File: src/rtl/keyboard_pkg.sv
// Shared key codes and PS/2 scan-code constants for the keyboard receiver.
package keyboard_pkg;

    localparam int unsigned KeyWidth = 3;

    // Game key codes reported on the key output
    localparam logic [KeyWidth-1:0] KEY_NONE  = 3'd0;
    localparam logic [KeyWidth-1:0] KEY_UP    = 3'd1;
    localparam logic [KeyWidth-1:0] KEY_DOWN  = 3'd2;
    localparam logic [KeyWidth-1:0] KEY_LEFT  = 3'd3;
    localparam logic [KeyWidth-1:0] KEY_RIGHT = 3'd4;
    localparam logic [KeyWidth-1:0] KEY_SPACE = 3'd5;

    // PS/2 set-2 scan codes
    localparam logic [7:0] SCAN_BREAK  = 8'hF0;
    localparam logic [7:0] SCAN_EXPAND = 8'hE0;
    localparam logic [7:0] SCAN_UP     = 8'h75;
    localparam logic [7:0] SCAN_DOWN   = 8'h72;
    localparam logic [7:0] SCAN_LEFT   = 8'h6B;
    localparam logic [7:0] SCAN_RIGHT  = 8'h74;
    localparam logic [7:0] SCAN_SPACE  = 8'h29;

    // Bit indices within an 11-bit frame
    localparam logic [3:0] BIT_START  = 4'd0;
    localparam logic [3:0] BIT_PARITY = 4'd9;
    localparam logic [3:0] BIT_STOP   = 4'd10;

    // Map a scan code to a game key; KEY_NONE means "not a game key".
    function automatic logic [KeyWidth-1:0] scan_to_key(input logic [7:0] code);
        logic [KeyWidth-1:0] k;
        k = KEY_NONE;
        case (code)
            SCAN_UP:    k = KEY_UP;
            SCAN_DOWN:  k = KEY_DOWN;
            SCAN_LEFT:  k = KEY_LEFT;
            SCAN_RIGHT: k = KEY_RIGHT;
            SCAN_SPACE: k = KEY_SPACE;
            default:    k = KEY_NONE;
        endcase
        return k;
    endfunction

endpackage

File: src/rtl/keyboard.sv
// PS/2 keyboard receiver: synchronises PS2_clk, captures 11-bit frames and
// decodes make/break of the game keys (arrows and space).
module keyboard
    import keyboard_pkg::*;
(
    input  logic                clk,
    input  logic                rstn,
    input  logic                PS2_clk,
    input  logic                PS2_data,
    output logic [KeyWidth-1:0] key,
    output logic                key_state
);

    logic [2:0] PS2_clk_flag;
    logic       negedge_PS2_clk;
    logic [3:0] num;
    logic [7:0] temp_data;
    logic       byte_valid;
    logic       break_flag;
    logic       expand_flag;
    logic [KeyWidth-1:0] mapped_key;

    // Shift PS2_clk into a 3-stage synchroniser; reset to all-ones so idle is not an edge
    always_ff @(posedge clk or negedge rstn) begin
        if (!rstn) begin
            PS2_clk_flag <= 3'b111;
        end else begin
            PS2_clk_flag <= {PS2_clk_flag[1:0], PS2_clk};
        end
    end

    assign negedge_PS2_clk = PS2_clk_flag[2] & ~PS2_clk_flag[1];

    // Count frame bits on each falling edge, store data LSB first, flag frame completion
    always_ff @(posedge clk or negedge rstn) begin
        if (!rstn) begin
            num        <= 4'd0;
            temp_data  <= 8'h00;
            byte_valid <= 1'b0;
        end else begin
            byte_valid <= 1'b0;
            if (negedge_PS2_clk) begin
                if (num == BIT_STOP) begin
                    num        <= 4'd0;
                    byte_valid <= 1'b1;
                end else begin
                    // Start (0) and parity (9) bits are deliberately ignored
                    if (num != BIT_START && num != BIT_PARITY) begin
                        temp_data[num[2:0] - 3'd1] <= PS2_data;
                    end
                    num <= num + 4'd1;
                end
            end
        end
    end

    assign mapped_key = scan_to_key(temp_data);

    // Decode a completed byte: accumulate prefixes, or update the key on a game scan code
    always_ff @(posedge clk or negedge rstn) begin
        if (!rstn) begin
            key         <= KEY_NONE;
            key_state   <= 1'b0;
            break_flag  <= 1'b0;
            expand_flag <= 1'b0;
        end else if (byte_valid) begin
            if (temp_data == SCAN_BREAK) begin
                break_flag <= 1'b1;
            end else if (temp_data == SCAN_EXPAND) begin
                expand_flag <= 1'b1;
            end else begin
                // Arrow codes are taken with or without E0; expand_flag only needs clearing
                if (mapped_key != KEY_NONE) begin
                    key       <= mapped_key;
                    key_state <= ~break_flag;
                end
                break_flag  <= 1'b0;
                expand_flag <= 1'b0;
            end
        end
    end

endmodule

File: config.mk
export PLATFORM = sky130hd
export DESIGN_NAME = keyboard
export DESIGN_NICKNAME = d
export VERILOG_FILES = /design/src/rtl/keyboard_pkg.sv /design/src/rtl/keyboard.sv
export SDC_FILE = /design/constraint.sdc
export NUM_CORES = 1
export LEC_CHECK = 0
export ABC_AREA = 1
export BUFFER_PORTS_ARGS = -buffer_cell sky130_fd_sc_hd__buf_2
export CORE_UTILIZATION = 62
export DETAILED_ROUTE_END_ITERATION = 7
export GPL_ROUTABILITY_DRIVEN = 0
export PLACE_DENSITY_LB_ADDON = 0.15
export SETUP_SLACK_MARGIN = 0.1
export SLEW_MARGIN = 20
export SYNTH_ARGS = -nofsm -noshare
export SYNTH_HDL_FRONTEND = slang
export SYNTH_SLANG_ARGS = --single-unit
File: constraint.sdc
create_clock -name clk -period 3.2 [get_ports clk]
set_input_delay 0.48 -clock clk [delete_from_list [all_inputs] [get_ports clk]]
set_output_delay 0.48 -clock clk [all_outputs]
set_load 0.01 [all_outputs]
Word-level counts from Yosys, hierarchy flattened
Cells that the tools add are included.
{"block": "totals", "regBits": 21, "in_bits": 4}
{"block": "classes", "n_addsub": 2, "order_cmp": 2, "eq_ne": 10, "mux": 9, "n_bitwise": 6, "n_reduce_logical": 7}
{"cell": "equality test 8 x 7 -> 1 bit, second input constant", "count": 4}
{"cell": "equality test 8 bit, second input constant", "count": 2}
{"cell": "case mux 3 bit (5 select lines)", "count": 1}
{"cell": "bitwise mux 8 bit", "count": 1}
{"cell": "equality test 8 x 6 -> 1 bit, second input constant", "count": 1}
{"cell": "2-to-1 mux 1 bit", "count": 5}
{"cell": "inverter 1 bit", "count": 5}
{"cell": "adder 4 x 1 -> 4 bit, second input constant", "count": 1}
{"cell": "equality test 4 bit, second input constant", "count": 1}
{"cell": "less-than comparator 3 x 4 -> 1 bit, second input constant", "count": 1}
{"cell": "2-to-1 mux 4 bit", "count": 1}
{"cell": "!= test 4 bit, second input constant", "count": 1}
{"cell": "AND reduction 4 bit", "count": 1}
{"cell": "nonzero test 4 bit", "count": 1}
{"cell": "demux 1 bit (select 3 bit)", "count": 1}
{"cell": ">= comparator 3 x 1 -> 1 bit, second input constant", "count": 1}
{"cell": "AND reduction 3 bit", "count": 1}
{"cell": "nonzero test 3 bit", "count": 1}
{"cell": "subtractor 3 x 1 -> 3 bit, second input constant", "count": 1}
{"cell": "logical AND 1 bit", "count": 2}
{"cell": "!= test 2 bit, second input constant", "count": 1}
{"cell": "AND reduction 2 bit", "count": 1}
{"cell": "AND 1 bit", "count": 1}

Logic depth before layout (Yosys ltp)
Gate-level depths: netlist of the first run.
{"block": "logic_depth", "word_depth": 6, "depth_mapped": 10, "mapped_depth_nobuf": 10}

Worst setup path before layout of the first run
Ideal clock, no wire load.
{"block": "synth_timing", "path_type": "reg2reg", "start": "register num[0]", "end": "register temp_data[1]", "arrival_time_ns": 1.330, "slack_ns": 1.754, "stages_incl_launch_ff": 9, "cell_sequence": "dfrtp_1 > inv_2 > ha_1 > xnor2_1 > inv_1 > nor2_1 > nand2_1 > nand2_1 > nand2_1"}
{"block": "synth_via", "elab_chain_len": 6}
{"element": "from (decl)", "line": "keyboard.sv:16", "rtl": "logic [3:0] num;"}
{"element": "from (signal assigned)", "line": "keyboard.sv:51", "rtl": "num <= num + 4'd1;"}
{"element": "subtractor 3 x 1 -> 3 bit", "line": "keyboard.sv:49", "rtl": "temp_data[num[2:0] - 3'd1] <= PS2_data;"}
{"element": "less-than comparator 3 x 4 -> 1 bit (implied by the code) or >= comparator 3 x 1 -> 1 bit (tied branches)", "line": "keyboard.sv:49"}
{"element": "logical AND 1 bit (implied by the code)", "line": "keyboard.sv:49"}
{"element": "2-to-1 mux 1 bit (implied by the code)", "line": "keyboard.sv:49"}
{"element": "demux 1 bit (select 3 bit)", "line": "keyboard.sv:49"}
{"element": "bitwise mux 8 bit", "line": "keyboard.sv:49"}
{"element": "to (signal, indexed assignment)", "line": "keyboard.sv:49"}
{"element": "to (decl)", "line": "keyboard.sv:17", "rtl": "logic [7:0] temp_data;"}
Parallel ways exist; a longest one is shown, timed or not.
A chain may end at the register's enable or synchronous reset.

Final worst setup path of the first run
{"block": "layout_timing", "start": "register num[0]", "end": "register temp_data[0]"}
Same word-level chain as after synthesis.

==> flow_summary.json, run 1 <==
{
  "status": "finished, final reports clean",
  "grtUsageMet2_pct": 44.9,
  "required_ps": 3420,
  "finalMaxSlewViolations": 0,
  "grt_usage_pct": 26.6,
  "cts_resized": 0,
  "finalNetCount": 182,
  "cp_max_fo": 8,
  "area_growth_syn_to_layout_pct": 7.49,
  "antenna_found_initial": 0,
  "ioPinCount": 8,
  "synth_common_cells": "nand2_1, nor2_1, inv_1, nand3_1, dfrtp_1",
  "cp-start-kind": "flop",
  "worstPathArrival_ps": 1880,
  "r2r_start": "num[0]",
  "grt_max_degree": 22,
  "fin_crit_sh_pct": 52.0,
  "final.min_clock_period_ps": 1660,
  "slowest_delay_ps": 470,
  "ys_types": 19,
  "drtIter0Drc": 22,
  "clock.fmax_mhz": 601,
  "start_util_pct": 67.2,
  "critPathKind": "flop to flop",
  "worstMarginPinSlew_ps": 485,
  "syn_inst": 162,
  "busiest_layer": "met2",
  "vias_per_cell": 5.18,
  "ys_ff_latch": 21,
  "antenna_cells": 0,
  "die_w_um": 45.7,
  "clk_path_buf_depth": 2,
  "r2r_slack_ps": 1540,
  "dr_total_vias": 1021,
  "clk_latency_ps": 310,
  "critPathLaunch": "num[0]",
  "cts_tree": "yes",
  "drtAntennaViolNets": 0,
  "yosysMostFrequentCell": "nand2_1",
  "yosysTopAreaCellShare_pct": 38.0,
  "netlist_area_mm2": 0.00119,
  "cts_inserted_buffers": 3,
  "cts_sinks": 21,
  "path_clk_slew_ps": 120,
  "irDropWorstVdd_mv": 0.514,
  "clockRootBuffer": "clkbuf_4",
  "drive_above_1_share_pct": 12.8,
  "slew_headroom_pct": 67.6,
  "rows": 15,
  "ys_seq_area_share_pct": 44.6,
  "hp-class": "primary input to asynchronous set/reset pin",
  "power_density_mw_per_mm2": 720,
  "synth_area_leaders": "dfrtp_1, nand2_1, nand3_1, nor2_1, dfstp_2",
  "yosysWarningCount": 0,
  "n_fill_cell": 158,
  "fin_skew_ps": 8.23,
  "route.detailed.drc": 0,
  "use_met1_pct": 32.2,
  "synth_edf_count": 0,
  "holdWs_ps": 102,
  "drv_cap": 0,
  "die-area_mm2": 0.00209,
  "design.core.area_mm2": 0.00176,
  "wl_per_cell_um": 11.4,
  "synth_area_per_cell_um2": 7.32,
  "p_total_w": 0.000918,
  "end_kind": "flop",
  "synth_nets": 171,
  "synth_ff_type": "dfrtp_1",
  "routed_wl_um": 2250,
  "overflow": 0,
  "grt_pass1_vias": 960,
  "power.leakage_nw": 0.706,
  "grt_pass1_wl_um": 3840,
  "met3_usage_pct": 2.78,
  "cp_common_cell": "nand2_1",
  "die_height_um": 45.7,
  "hpwl_um": 1700,
  "synthArstFlopShare_pct": 100,
  "port_buffers": 7,
  "final.setup.tns_ps": 0,
  "cts_setup_buffers": 0,
  "finalHoldViolations": 0,
  "postCtsHoldBufs": 0,
  "yosysTopAreaCell": "dfrtp_1",
  "htreeDepth": 1,
  "worstPathCellList": "inv_2, ha_1, nand3_2, nand2_2, inv_2, nand3_4, nor2_4, nand2_1, nand2_1, nand2_1",
  "crit_slowest_cell": "dfrtp_1",
  "grt_setup_unrepaired": "no",
  "drtPass1Iterations": 4,
  "setup_viol": 0
}
-- kinds of logic (layout without fill, tap and decap cells) --
| logic type | count (synthesis) | in the layout | synth area share (%) |
|---|---|---|---|
| DFF | 21 | 21 | 44.6 |
| xor gates and xnor gates | 2 | 2 | 1.48 |
| buffers and inverters | 24 | 34 | 7.70 |
| adders and majority gates | 5 | 5 | 5.27 |
| AOI/OAI and AO/OA | 7 | 7 | 3.06 |
| and+or+nand+nor | 103 | 103 | 37.9 |
-- critical path, delay by kind of cell (launching register included) --
family	cells	cell delay, ps
and+or+nand+nor	7	650
DFF	1	470
adders and majority gates	1	240
buffers and inverters	2	190
-- worst paths after layout --
path / end / cells past startpoint
max reg2reg: temp_data[0] / 10
max: temp_data[0] / 10
min reg2reg: PS2_clk_flag[1] / 0
min: key[1] / 1
max in group asynchronous: PS2_clk_flag[2] / 1
min in group clk: PS2_clk_flag[0] / 1
-- per-stage QoR --
step / instances / utilization, % / instance area [um2] / worst slack [ps]
after floorplan: 162 / - / 1190 / 1750
final: 197 / 72.3 / 1270 / 1540
after CTS: 197 / 72.3 / 1270 / 1550
after global placement: 193 / 70.7 / 1250 / 1670
after global routing: 197 / 72.3 / 1270 / 1380
after detailed placement: 193 / 70.7 / 1250 / 1570
-- cell type report --
| class | instances | area (um2) | area share [%] |
|---|---|---|---|
| repair buffers | 7 | 35.0 | 2.75 |
| inverters | 23 | 86.3 | 6.77 |
| well taps | 25 | 31.3 | 2.45 |
| flip-flops and latches | 21 | 529 | 41.5 |
| clock buffers | 3 | 22.5 | 1.77 |
| multi-input cells | 117 | 566 | 44.4 |
| clock inverters | 1 | 5.00 | 0.393 |
-- power breakdown --
part           leakage [nW]  switching (W)  total (W)  internal [W]
registers             0.256      0.0000888   0.000435      0.000346
clock network        0.0177      0.0000834   0.000130     0.0000468
logic                 0.432       0.000236   0.000353      0.000117
total                 0.706       0.000408   0.000918      0.000510
-- layout by cell type, fill, tap and decap left out, drive strengths merged --
cell type  netlist  routed
dfrtp           18      18
inv             23      23
xnor2            1       1
buf              0       7
clkbuf           1       3
dfstp            3       3
nor2            25      25
o22ai            1       1
a21oi            3       3
clkinv           0       1
xor2             1       1
o21ai            3       3
nand3           22      22
ha               5       5
nand2           56      56
-- flip-flops by register name, indices dropped and copies added, names as in the netlist --
register      count
PS2_clk_flag      3
break_flag        1
byte_valid        1
key               3
key_state         1
num               4
temp_data         8
-- layer usage --
metal | part of all wire (%) | up-vias
li1 | - | 522
met1 | 44 | 463
met2 | 49 | 27
met3 | 3.6 | 9
met4 | 3.5 | 0
met5 | 0 | -
Note: power is estimated with default switching activity, not from simulation.
==> inputs of run 2 (changes only) <==
--- a/config.mk
+++ b/config.mk
@@ -7,7 +7,7 @@
 export LEC_CHECK = 0
 export ABC_AREA = 1
 export BUFFER_PORTS_ARGS = -buffer_cell sky130_fd_sc_hd__buf_2
-export CORE_UTILIZATION = 62
+export CORE_UTILIZATION = 58
 export DETAILED_ROUTE_END_ITERATION = 7
 export GPL_ROUTABILITY_DRIVEN = 0
 export PLACE_DENSITY_LB_ADDON = 0.15
==> constraint.sdc (replaced) <==
create_clock -name clk -period 1.7 [get_ports clk]
set_input_delay 0.255 -clock clk [delete_from_list [all_inputs] [get_ports clk]]
set_output_delay 0.255 -clock clk [all_outputs]
set_load 0.01 [all_outputs]
==> flow_summary.json, run 2 (synthesis gave the netlist of run 1 again) <==
{
  "n_fill_cell": 153,
  "clk_latency_ps": 310,
  "hp-class": "primary input to flop",
  "reg_top3": "temp_data x8, num x4",
  "grt_usage_pct": 23.2,
  "die-area_mm2": 0.00223,
  "final.min_clock_period_ps": 1530,
  "status": "finished, final reports clean",
  "grt_setup_unrepaired": "yes",
  "power.leakage_nw": 0.716,
  "top_register": "temp_data",
  "finalNetCount": 184,
  "clock.fmax_mhz": 652,
  "mostFrequentLayoutCells": "nand2_1, nor2_1, inv_1, nand3_1, dfrtp_1",
  "finalMaxSlewViolations": 0,
  "drtAntennaViolNets": 0,
  "hpwl_um": 1720,
  "finalHoldViolations": 0,
  "final.setup.tns_ps": 0,
  "antenna_found_initial": 0,
  "path_clk_slew_ps": 120,
  "route.detailed.drc": 0,
  "fin_util_pct": 72.6,
  "cp_max_fo": 8,
  "grt_pass1_vias": 858,
  "finalNonFillerCells": 199,
  "ioPinCount": 8,
  "grt_max_degree": 22,
  "irDropWorstVdd_mv": 1.23,
  "clk_path_buf_depth": 2,
  "end_kind": "flop",
  "drive_above_1_share_pct": 17.2,
  "cp-start-kind": "flop",
  "crit_slowest_cell": "dfrtp_2",
  "clockRootBuffer": "clkbuf_4",
  "overflow": 0,
  "dp.cells": 193,
  "cp_common_cell": "nand2_1",
  "fin_crit_sh_pct": 90.2,
  "die_height_um": 47.2,
  "required_ps": 1920,
  "power_density_mw_per_mm2": 1380,
  "setup_viol": 0,
  "htreeDepth": 1,
  "dr_total_vias": 1001,
  "routed_wl_um": 2310,
  "slew_headroom_pct": 69.8,
  "drv_cap": 0,
  "wl_per_cell_um": 11.6,
  "critPathKind": "flop to flop",
  "drtPass1Iterations": 4,
  "rows": 15,
  "drtIter0Drc": 26,
  "cts_inserted_buffers": 3,
  "fin_skew_ps": 9.51,
  "start_util_pct": 65.2,
  "worstPathArrival_ps": 1750,
  "grt_pass1_wl_um": 3390,
  "slowest_delay_ps": 450,
  "largest_reg_flops": 8,
  "cts_sinks": 21,
  "antenna_cells": 0,
  "worstPathCellList": "buf_4, ha_1, nand3_2, nand3_4, nor2_4, nand2_1, nand2_1, nand2_1",
  "mostFrequentLayoutCell": "nand2_1",
  "design.core.area_mm2": 0.00182,
  "port_buffers": 7,
  "area_growth_syn_to_layout_pct": 11.4,
  "die_w_um": 47.2,
  "worstMarginPinSlew_ps": 453,
  "vias_per_cell": 5.03,
  "cts_tree": "yes"
}
==> run 2: metrics by stage <==
step	setup slack, ps	instance area, um2	power [W]	hold slack [ps]
floorplan	254	1190	0.00132	-40.6
global placement	117	1250	0.00145	231
detailed placement	56.6	1250	0.00149	234
CTS	91.0	1290	0.00174	25.6
global route	59.6	1320	0.00198	19.2
finish	167	1320	0.00182	33.9
==> run 2: where the power goes <==
part	leakage [nW]	internal, W	switching [W]
registers	0.256	0.000653	0.000175
logic	0.443	0.000258	0.000494
clock network	0.0177	0.0000880	0.000156
==> run 2: worst max-delay path, delay by kind of cell (launching register included) <==
family	cells	cell delay, ps
simple gates	6	600
buf+inv	1	150
fa+ha+maj	1	230
flops	1	450
==> run 2: area by class of cell <==
cell class,instances,area [um2],share of cell area [%]
multi-input cells,117,591,44.7
clock buffers,3,22.5,1.70
repair buffers,9,52.6,3.98
inverters,23,88.8,6.72
flip-flops and latches,21,531,40.2
clock inverters,1,5.00,0.379
well taps,25,31.3,2.37
==> run 2: what timing repair did <==
| action | CTS | global route |
|---|---|---|
| pin swaps | 0 | 2 |
| buffers inserted | 0 | 1 |
| resized for setup | 1 | 8 |
| hold endpoints to repair | 18 | 0 |
| endpoints found under the setup margin | 8 | 8 |
| hold buffers | 1 | 0 |
| cloned | 0 | 0 |
==> run 2: final timing paths <==
check                                start               to  slack, ps  cells after the start
setup reg to reg                    num[0]     temp_data[7]        170                      8
hold / removal                     PS2_clk  PS2_clk_flag[0]         30                      1
max in group asynchronous             rstn  PS2_clk_flag[1]        940                      2
hold reg to reg            PS2_clk_flag[0]  PS2_clk_flag[1]        360                      0
min in group asynchronous             rstn     temp_data[3]        410                      2
setup / recovery                    num[0]     temp_data[7]        170                      8
==> run 2: layer usage <==
layer | global-route usage, % | vias up | wire [um]
li1 | - | 521 | -
met1 | 26.9 | 454 | 1090
met2 | 39.5 | 21 | 1110
met3 | 4.62 | 5 | 51
met4 | 13.7 | 0 | 49
met5 | 0 | - | 0
==> inputs of run 3 (changes only) <==
--- a/config.mk
+++ b/config.mk
@@ -7,7 +7,7 @@
 export LEC_CHECK = 0
 export ABC_AREA = 1
 export BUFFER_PORTS_ARGS = -buffer_cell sky130_fd_sc_hd__buf_2
-export CORE_UTILIZATION = 58
+export CORE_UTILIZATION = 52
 export DETAILED_ROUTE_END_ITERATION = 7
 export GPL_ROUTABILITY_DRIVEN = 0
 export PLACE_DENSITY_LB_ADDON = 0.15
==> constraint.sdc (replaced) <==
create_clock -name clk -period 1.4 [get_ports clk]
set_input_delay 0.21 -clock clk [delete_from_list [all_inputs] [get_ports clk]]
set_output_delay 0.21 -clock clk [all_outputs]
set_load 0.01 [all_outputs]
==> flow_summary.json, run 3 (synthesis gave the netlist of run 1 again) <==
{
  "status": "finished, final reports clean",
  "grtUsageMet2_pct": 43.2,
  "die-area_mm2": 0.00248,
  "worstPathCellList": "inv_4, ha_4, nand3_4, nand2_4, inv_4, nand3_4, nor2_4, nand2_1, nand2_1, nand2_1",
  "clock.fmax_mhz": 720,
  "cp-start-kind": "flop",
  "fin_crit_sh_pct": 99.2,
  "grt_pass1_vias": 1042,
  "wl_per_cell_um": 12.0,
  "area_growth_syn_to_layout_pct": 31.3,
  "min_from": "PS2_data",
  "dp.cells": 200,
  "overflow": 0,
  "grt_setup_unrepaired": "yes",
  "cts_inserted_buffers": 3,
  "clk_latency_ps": 300,
  "grt_pass1_wl_um": 4230,
  "cp_common_cell": "nand2_1",
  "cp_max_fo": 8,
  "design.core.area_mm2": 0.00206,
  "grt_usage_pct": 22.6,
  "irDropWorstVdd_mv": 1.20,
  "mostFrequentLayoutCell": "nand2_1",
  "drtAntennaViolNets": 0,
  "power.leakage_nw": 0.787,
  "port_buffers": 7,
  "final.setup.worst_slack_ps": 10.9,
  "pre_cts_slack_ps": -34.3,
  "r2r_slack_ps": 10,
  "finalMaxSlewViolations": 0,
  "vias_per_cell": 5.11,
  "finalHoldViolations": 0,
  "rows": 16,
  "finalNetCount": 198,
  "hpwl_um": 1780,
  "min_to": "temp_data[3]",
  "cts_tree": "yes",
  "holdWs_ps": 204,
  "drtIter0Drc": 22,
  "reg_top3": "temp_data x8, num x4",
  "power_density_mw_per_mm2": 1660,
  "final.min_clock_period_ps": 1390,
  "drv_cap": 0,
  "routed_wl_um": 2580,
  "route.detailed.drc": 0,
  "clk_path_buf_depth": 2,
  "dr_total_vias": 1098,
  "slowest_delay_ps": 420,
  "start_util_pct": 57.5,
  "critPathTopFamily": "simple AND/OR/NAND/NOR gates",
  "use_met1_pct": 26.0,
  "fin_util_pct": 75.5,
  "required_ps": 1610,
  "drtPass1Iterations": 4,
  "r2r_start": "num[0]",
  "mostFrequentLayoutCells": "nand2_1, nand3_1, inv_1",
  "worstPathArrival_ps": 1600,
  "setup_viol": 0,
  "worstMarginPinSlew_ps": 477,
  "critPathKind": "flop to flop",
  "crit_slowest_cell": "dfrtp_2",
  "path_clk_slew_ps": 120,
  "fin_skew_ps": 1.91,
  "top_register": "temp_data",
  "htreeDepth": 1,
  "antenna_found_initial": 0,
  "antenna_cells": 0,
  "grt_max_degree": 22,
  "critPathBufInv": 2,
  "busiest_layer": "met2",
  "timing.rr.end": "temp_data[1]",
  "final.setup.tns_ps": 0,
  "met3_usage_pct": 3.70,
  "largest_reg_flops": 8,
  "reg2reg_depth": 10,
  "finalNonFillerCells": 215,
  "slew_headroom_pct": 68.2,
  "hp-class": "primary input to flop",
  "die_height_um": 49.8,
  "die_w_um": 49.8,
  "ioPinCount": 8,
  "clockRootBuffer": "clkbuf_4",
  "drive_above_1_share_pct": 34.6,
  "hold_depth": 3,
  "end_kind": "flop",
  "cts_sinks": 21
}
## run 3: changes by cell type in the layout (fill, tap and decap cells not counted), sizes merged
| cell | delta |
|---|---|
| buf | +13 |
| dlygate4sd3 | +1 |
## run 3: area by class of cell
cell class	count	area, um2
tap	27	33.8
inverter	23	91.3
clock inverter	1	5.00
clock buffer	3	22.5
multi-input combinational	117	708
sequential	21	533
fill	148	504
timing repair buffer	23	164
## run 3: per-layer routing
layer  share of wire, %  wire length [um]
met5                  0                 0
met4               0.74                19
met3                3.0                77
met2                 53              1360
met1                 43              1120
## run 3: timing repair
action	4_1_cts	5_1_grt
cloned	0	0
gates resized for setup	13	20
pin swaps	5	7
hold endpoints to repair	19	0
buffers inserted	5	4
hold buffers	2	0
endpoints found under the setup margin	12	15
## run 3: power breakdown
group | internal (W) | switching (W) | total [W] | leakage, nW
Combinational | 0.000518 | 0.000731 | 0.00125 | 0.516
Sequential | 0.000797 | 0.000240 | 0.00104 | 0.253
Clock | 0.000107 | 0.000194 | 0.000301 | 0.0177
## run 3: worst register-to-register path, delay by kind of cell, from the launching register on
kind	cells	cell delay (ps)
simple gates	7	590
flops	1	420
fa+ha+maj	1	170
buf+inv	2	130
## run 3: per-stage QoR
stage	power (W)	instance area [um2]
finish	0.00259	1560
CTS	0.00233	1460
detailed placement	0.00193	1330
global route	0.00279	1560
global placement	0.00188	1330
floorplan	0.00169	1230
## run 3: how the worst max path moves through the flow
stage,startpoint,to,depth (start not counted)
6_report,num[0],temp_data[1],10
5_1_grt,num[0],temp_data[0],10
4_1_cts,num[0],temp_data[0],10
3_5_place_dp,num[1],temp_data[1],8
3_3_place_gp,num[0],temp_data[1],10
2_1_floorplan,num[0],temp_data[1],10
